**src/rtl/synth_pkg.sv**
```systemverilog
// Shared constants and types for the PS/2-driven voice allocator.
// Scancode prefix bytes and the prefix decoder state encoding live here.
package synth_pkg;

    localparam logic [7:0] SC_BREAK = 8'hF0;
    localparam logic [7:0] SC_EXT   = 8'hE0;
    localparam logic [7:0] SC_NULL  = 8'h00;

    typedef enum logic [1:0] {
        IDLE    = 2'd0,
        BRK     = 2'd1,
        EXT     = 2'd2,
        EXT_BRK = 2'd3
    } prefix_state_t;

endpackage

```
**src/rtl/voice_select.sv**
```systemverilog
// Combinational slot search: key match, lowest free slot and oldest
// (highest-rank, lowest-index) slot for stealing.
module voice_select #(
    parameter int NVOICES = 4,
    parameter int CODE_W  = 8,
    parameter int RANK_W  = $clog2(NVOICES)
) (
    input  logic [NVOICES-1:0]        active,
    input  logic [NVOICES*CODE_W-1:0] codes,
    input  logic [NVOICES*RANK_W-1:0] ranks,
    input  logic [CODE_W-1:0]         c,
    output logic                      hit,
    output logic [RANK_W-1:0]         hit_idx,
    output logic [RANK_W-1:0]         hit_rank,
    output logic                      free,
    output logic [RANK_W-1:0]         free_idx,
    output logic [RANK_W-1:0]         oldest_idx,
    output logic [RANK_W-1:0]         oldest_rank
);

    logic [NVOICES-1:0] match;

    generate
        for (genvar gi = 0; gi < NVOICES; gi++) begin : g_match
            assign match[gi] = active[gi] && (codes[gi*CODE_W +: CODE_W] == c);
        end
    endgenerate

    // Scan downwards so the lowest matching / free index wins.
    always_comb begin
        hit      = 1'b0;
        hit_idx  = '0;
        hit_rank = '0;
        free     = 1'b0;
        free_idx = '0;
        for (int i = NVOICES - 1; i >= 0; i--) begin
            if (match[i]) begin
                hit      = 1'b1;
                hit_idx  = RANK_W'(i);
                hit_rank = ranks[i*RANK_W +: RANK_W];
            end
            if (!active[i]) begin
                free     = 1'b1;
                free_idx = RANK_W'(i);
            end
        end
    end

    // Strict comparison keeps the lowest index on equal ranks.
    always_comb begin
        oldest_idx  = '0;
        oldest_rank = ranks[RANK_W-1:0];
        for (int i = 1; i < NVOICES; i++) begin
            if (ranks[i*RANK_W +: RANK_W] > oldest_rank) begin
                oldest_idx  = RANK_W'(i);
                oldest_rank = ranks[i*RANK_W +: RANK_W];
            end
        end
    end

endmodule

```
**src/rtl/voice_allocator.sv**
```systemverilog
// Polyphonic voice scheduler: decodes PS/2 make/break events and assigns
// held keys to NVOICES slots with least-recently-allocated stealing.
module voice_allocator #(
    parameter int NVOICES = 4,
    parameter int CODE_W  = 8,
    parameter int RANK_W  = $clog2(NVOICES)
) (
    input  logic                      clk,
    input  logic                      reset,
    input  logic                      code_valid,
    input  logic [CODE_W-1:0]         code,
    output logic [NVOICES-1:0]        voice_active,
    output logic [NVOICES*CODE_W-1:0] voice_code,
    output logic [NVOICES-1:0]        voice_trig,
    output logic                      steal
);

    import synth_pkg::*;

    prefix_state_t state_reg, state_next;
    logic          make_ev, break_ev;

    logic [NVOICES-1:0]        active_reg, active_next;
    logic [NVOICES*CODE_W-1:0] code_reg, code_next;
    logic [NVOICES*RANK_W-1:0] rank_reg, rank_next;
    logic [NVOICES-1:0]        trig_reg, trig_next;
    logic                      steal_reg, steal_next;

    logic              hit, free;
    logic [RANK_W-1:0] hit_idx, hit_rank, free_idx, oldest_idx, oldest_rank;

    logic is_break, is_ext, is_null;
    assign is_break = (code == CODE_W'(SC_BREAK));
    assign is_ext   = (code == CODE_W'(SC_EXT));
    assign is_null  = (code == CODE_W'(SC_NULL));

    always_comb begin
        state_next = state_reg;
        make_ev    = 1'b0;
        break_ev   = 1'b0;
        if (code_valid) begin
            case (state_reg)
                IDLE: begin
                    if (is_break)      state_next = BRK;
                    else if (is_ext)   state_next = EXT;
                    else if (!is_null) make_ev    = 1'b1;
                end
                BRK: begin
                    // Stray prefixes after F0 are swallowed; 00 aborts the break.
                    if (is_null) begin
                        state_next = IDLE;
                    end else if (!is_break && !is_ext) begin
                        break_ev   = 1'b1;
                        state_next = IDLE;
                    end
                end
                EXT:     state_next = is_break ? EXT_BRK : IDLE;
                EXT_BRK: state_next = IDLE;
                default: state_next = IDLE;
            endcase
        end
    end

    voice_select #(
        .NVOICES (NVOICES),
        .CODE_W  (CODE_W),
        .RANK_W  (RANK_W)
    ) u_select (
        .active      (active_reg),
        .codes       (code_reg),
        .ranks       (rank_reg),
        .c           (code),
        .hit         (hit),
        .hit_idx     (hit_idx),
        .hit_rank    (hit_rank),
        .free        (free),
        .free_idx    (free_idx),
        .oldest_idx  (oldest_idx),
        .oldest_rank (oldest_rank)
    );

    logic do_alloc, do_release;
    assign do_alloc   = make_ev && !hit;
    assign do_release = break_ev && hit;
    assign steal_next = do_alloc && !free;

    generate
        for (genvar gi = 0; gi < NVOICES; gi++) begin : g_slot
            logic              act_cur, act_n, trig_n;
            logic [CODE_W-1:0] code_cur, code_n;
            logic [RANK_W-1:0] rank_cur, rank_n;

            assign act_cur  = active_reg[gi];
            assign code_cur = code_reg[gi*CODE_W +: CODE_W];
            assign rank_cur = rank_reg[gi*RANK_W +: RANK_W];

            always_comb begin
                act_n  = act_cur;
                code_n = code_cur;
                rank_n = rank_cur;
                trig_n = 1'b0;
                if (do_alloc && free) begin
                    if (free_idx == RANK_W'(gi)) begin
                        act_n  = 1'b1;
                        code_n = code;
                        rank_n = '0;
                        trig_n = 1'b1;
                    end else if (act_cur) begin
                        rank_n = rank_cur + RANK_W'(1);
                    end
                end else if (do_alloc) begin
                    if (oldest_idx == RANK_W'(gi)) begin
                        code_n = code;
                        rank_n = '0;
                        trig_n = 1'b1;
                    end else if (rank_cur < oldest_rank) begin
                        rank_n = rank_cur + RANK_W'(1);
                    end
                end else if (do_release) begin
                    // Code is left in place so the display can fade it out.
                    if (hit_idx == RANK_W'(gi)) begin
                        act_n  = 1'b0;
                        rank_n = '0;
                    end else if (act_cur && (rank_cur > hit_rank)) begin
                        rank_n = rank_cur - RANK_W'(1);
                    end
                end
            end

            assign active_next[gi]                = act_n;
            assign code_next[gi*CODE_W +: CODE_W] = code_n;
            assign rank_next[gi*RANK_W +: RANK_W] = rank_n;
            assign trig_next[gi]                  = trig_n;
        end
    endgenerate

    always_ff @(posedge clk or posedge reset) begin
        if (reset) begin
            state_reg  <= IDLE;
            active_reg <= '0;
            code_reg   <= '0;
            rank_reg   <= '0;
            trig_reg   <= '0;
            steal_reg  <= 1'b0;
        end else begin
            state_reg  <= state_next;
            active_reg <= active_next;
            code_reg   <= code_next;
            rank_reg   <= rank_next;
            trig_reg   <= trig_next;
            steal_reg  <= steal_next;
        end
    end

    assign voice_active = active_reg;
    assign voice_code   = code_reg;
    assign voice_trig   = trig_reg;
    assign steal        = steal_reg;

endmodule
```
**config.mk**
```make
export PLATFORM = sky130hd
export DESIGN_NAME = voice_allocator
export DESIGN_NICKNAME = d
export VERILOG_FILES = /design/src/rtl/synth_pkg.sv /design/src/rtl/voice_select.sv /design/src/rtl/voice_allocator.sv
export SDC_FILE = /design/constraint.sdc
export NUM_CORES = 1
export LEC_CHECK = 0
export ABC_CLOCK_PERIOD_IN_PS = 5150
export CORE_ASPECT_RATIO = 0.75
export CORE_MARGIN = 1
export CORE_UTILIZATION = 25
export CTS_BUF_LIST = sky130_fd_sc_hd__clkbuf_8
export DETAILED_ROUTE_END_ITERATION = 10
export MAX_ROUTING_LAYER = met4
export PLACE_DENSITY = 0.51
export RECOVER_POWER = 50
export SLEW_MARGIN = 25
export SYNTH_ARGS = -nofsm -noshare
export SYNTH_HDL_FRONTEND = slang
export SYNTH_SLANG_ARGS = --single-unit
```
**constraint.sdc**
```tcl
create_clock -name clk -period 5.15 [get_ports clk]
set_input_delay 0.515 -clock clk [delete_from_list [all_inputs] [get_ports clk]]
set_output_delay 0.515 -clock clk [all_outputs]
set_load 0.01 [all_outputs]
```
==> key figures <==
Status
  – Outcome: finished with violations
  – Violated checks: max-capacitance violations, max-slew violations

CTS
  – Skew-Pair Late Insertion Delay: 310 ps
  – Worst-case clock buffer depth: 2
  – Clk root buf: clkbuf_8
  – Post-CTS Repair Setup Buffers: 0
  – CTS Hold Buffers Added: 0
  – H-tree Lvls: 2
  – CTS tree: built
  – Post-cts resize count: 0
  – CTS Sinks: 51
  – CTS Buf Count: 5
  – Clk slew on worst S/H paths: 100 ps

Pwr
  – Pwr/cell area: around 700 nW/um2
  – LEAKAGE: 1.74 nW
  – Peak VDD IR: 0.217 mV

Logic synthesis
  – Ys async rst share: 1.00
  – EDFF count, synth: 0
  – Number of synthesized register bits: 51
  – Avg Cell Area, Syn: approximately 10 um2
  – Synthesized area: 3570 um2
  – Synthesized instance count: 346
  – Area leader, netlist: dfrtp_1
  – Largest cells by area after synthesis: dfrtp_1 (36%), mux2_2 (10%), ha_1 (7.4%)
  – Share of the synthesized area in the top cell type: 0.357
  – Syn Nets: 378
  – Ys Warns: 0
  – Synth Flop Type: dfrtp_1
  – Register area share after synthesis: 0.357
  – Distinct cell type count after synthesis: 69

GRT
  – Grt ovf: 0
  – First-pass GRT wire length: roughly 16000 um
  – Most used routing layer: met1
  – Number of global-route vias before repair: 2709
  – Total GRT Usage: 0.143
  – Initial antenna violation count: 0
  – Met1 usage: 0.221
  – M2 GR Usage: 0.190
  – Largest net degree at the start of global routing: 52
  – Met3 usage: 0.0241

Critical path
  – CP Class: reg -> reg
  – Worst Path Required: 5360 ps
  – Crit path DAT: 4620 ps
  – Startpoint Class: flip-flop
  – Crit end category: flip-flop
  – Crit path max fanout: 7

Placed design
  – Placed inst area: 4190 um2
  – DP HPWL: 7310 um
  – IO Port Bufs: 51
  – Cell count after placement: 558
  – Placer Congestion: 0.881
  – DP Worst Slack: 768 ps

Drt
  – Via count: 2796
  – Drt total wl: 9710 um
  – Vias/cell: a little under 5
  – WL/cell: 17.2 um
  – Initial DRT Pass Iterations: 4
  – Number of nets still failing antenna checks after routing: 0
  – 1st-iter DRT viols: 120
  – DRC: 0

Timing
  – Final slew viol count: 52
  – Slew headroom: -0.883
  – Actual slew at the worst max-slew pin: 2820 ps
  – Final period utilization: 0.856
  – Final setup TNS: 0 ps
  – Setup Viol. Count Final: 0
  – Clk_skew: 6.60 ps
  – Fin crit period: roughly 4400 ps
  – Fin. Hold Viols: 0
  – RSZ-0062 raised after global routing: false
  – Final setup margin: 739 ps
  – Fmax: 0.227 GHz

Floorplanning
  – DIE AREA: 14800 um2
  – Core Area: 13800 um2
  – Die height: 106 um
  – Number of core rows: 37
  – Initial core utilization: 0.258
  – # IOs: 52
  – Die width: 140 um

Finish
  – # diodes: 0
  – Area Overhead vs Synth: 20.4%
  – Share of layout cells above drive strength 1: 0.174
  – Fill cell count: between 1000 and 1500
  – Most frequent cells in the layout: dfrtp_1 (51), mux2_2 (33), xnor2_1 (30), clkdlybuf4s50_1 (30), nand2_1 (24)
  – Design Area, Final: 4300 um2
  – Most common cell after layout, fill and taps aside: dfrtp_1
  – Flip-flop count of the largest register, all copies and words added: 32
  – Nets@finish: 422
  – Non-Filler Instances: 566

Run
  – Maxcap violations: 1

Worst hold path
  – Hold WC Path Type: reg -> reg
-- per-layer routing --
layer	vias up	wire, um
met5	-	0
met3	7	581
met2	82	3830
li1	1353	-
met4	0	61
met1	1354	5240
-- cells in the mapped netlist (4+ instances only) --
cell type and instances:
nand4_1 6, inv_1 14, nand3_1 8, nor2_1 17, o21ai_0 4, ha_1 21
a31oi_1 4, buf_6 7, nor3_1 12, mux2_2 33, buf_2 4, xnor2_1 30
a21oi_1 17, nand2_1 24, or3_1 5, dfrtp_1 51
-- worst max-delay path, cell delays in order, from the launching register on --
cell and delay, ps:
dfrtp_1 470, inv_1 140, ha_1 360, nand2b_1 140, a21o_1 180, nand3_1 100
ha_1 270, nor2b_1 250, a2bb2oi_1 300, a31oi_4 140, ha_1 290, inv_1 60
o22ai_2 370, mux2i_2 160, o311a_1 340, a221o_1 400, a211oi_1 250, o21ai_1 80
-- final cells by class --
type | instances | area [um2] | area share
multi-input cells | 263 | 2110 | 0.490
well taps | 175 | 219 | 0.0509
clock inverters | 2 | 35.0 | 0.00814
clock buffers | 6 | 82.6 | 0.0192
repair buffers | 53 | 522 | 0.121
inverters | 16 | 60.1 | 0.0140
flip-flops and latches | 51 | 1280 | 0.297
-- metrics by stage --
| step | total power, mW | hold slack, ps | utilization |
|---|---|---|---|
| 2_1_floorplan | 2.13 | 504 | - |
| 3_3_place_gp | 2.70 | 531 | 0.303 |
| 3_5_place_dp | 2.72 | 533 | 0.303 |
| 4_1_cts | 3.04 | 555 | 0.311 |
| 5_1_grt | 3.25 | 570 | 0.311 |
| 6_report | 2.98 | 554 | 0.311 |
-- logic make-up after synthesis --
logic type | share of synthesized area
adder cells (fa/ha/maj) | 0.0735
multiplexers | 0.117
AND/OR/NAND/NOR | 0.175
AO/OA/AOI/OAI | 0.142
XOR/XNOR | 0.0826
buffers and inverters | 0.0529
flip-flops | 0.357
-- where the power goes --
group	internal, mW	switching (mW)
clock network	0.157	0.141
registers	0.580	0.197
logic	0.957	0.950
-- worst paths after layout --
check	startpoint	endpoint	slack, ps	depth (start not counted)
min in group asynchronous	reset	voice_code[31]$_DFFE_PP0P_	1710	3
worst min-delay path	voice_code[26]$_DFFE_PP0P_	voice_code[26]$_DFFE_PP0P_	550	1
worst min register to register	voice_code[26]$_DFFE_PP0P_	voice_code[26]$_DFFE_PP0P_	550	1
max in group asynchronous	reset	voice_code[11]$_DFFE_PP0P_	1850	3
worst max register to register	rank_reg[3]$_DFFE_PP0P_	rank_reg[1]$_DFFE_PP0P_	740	17
worst max-delay path	rank_reg[3]$_DFFE_PP0P_	rank_reg[1]$_DFFE_PP0P_	740	17
No activity file was read; power rests on OpenSTA's default activity.
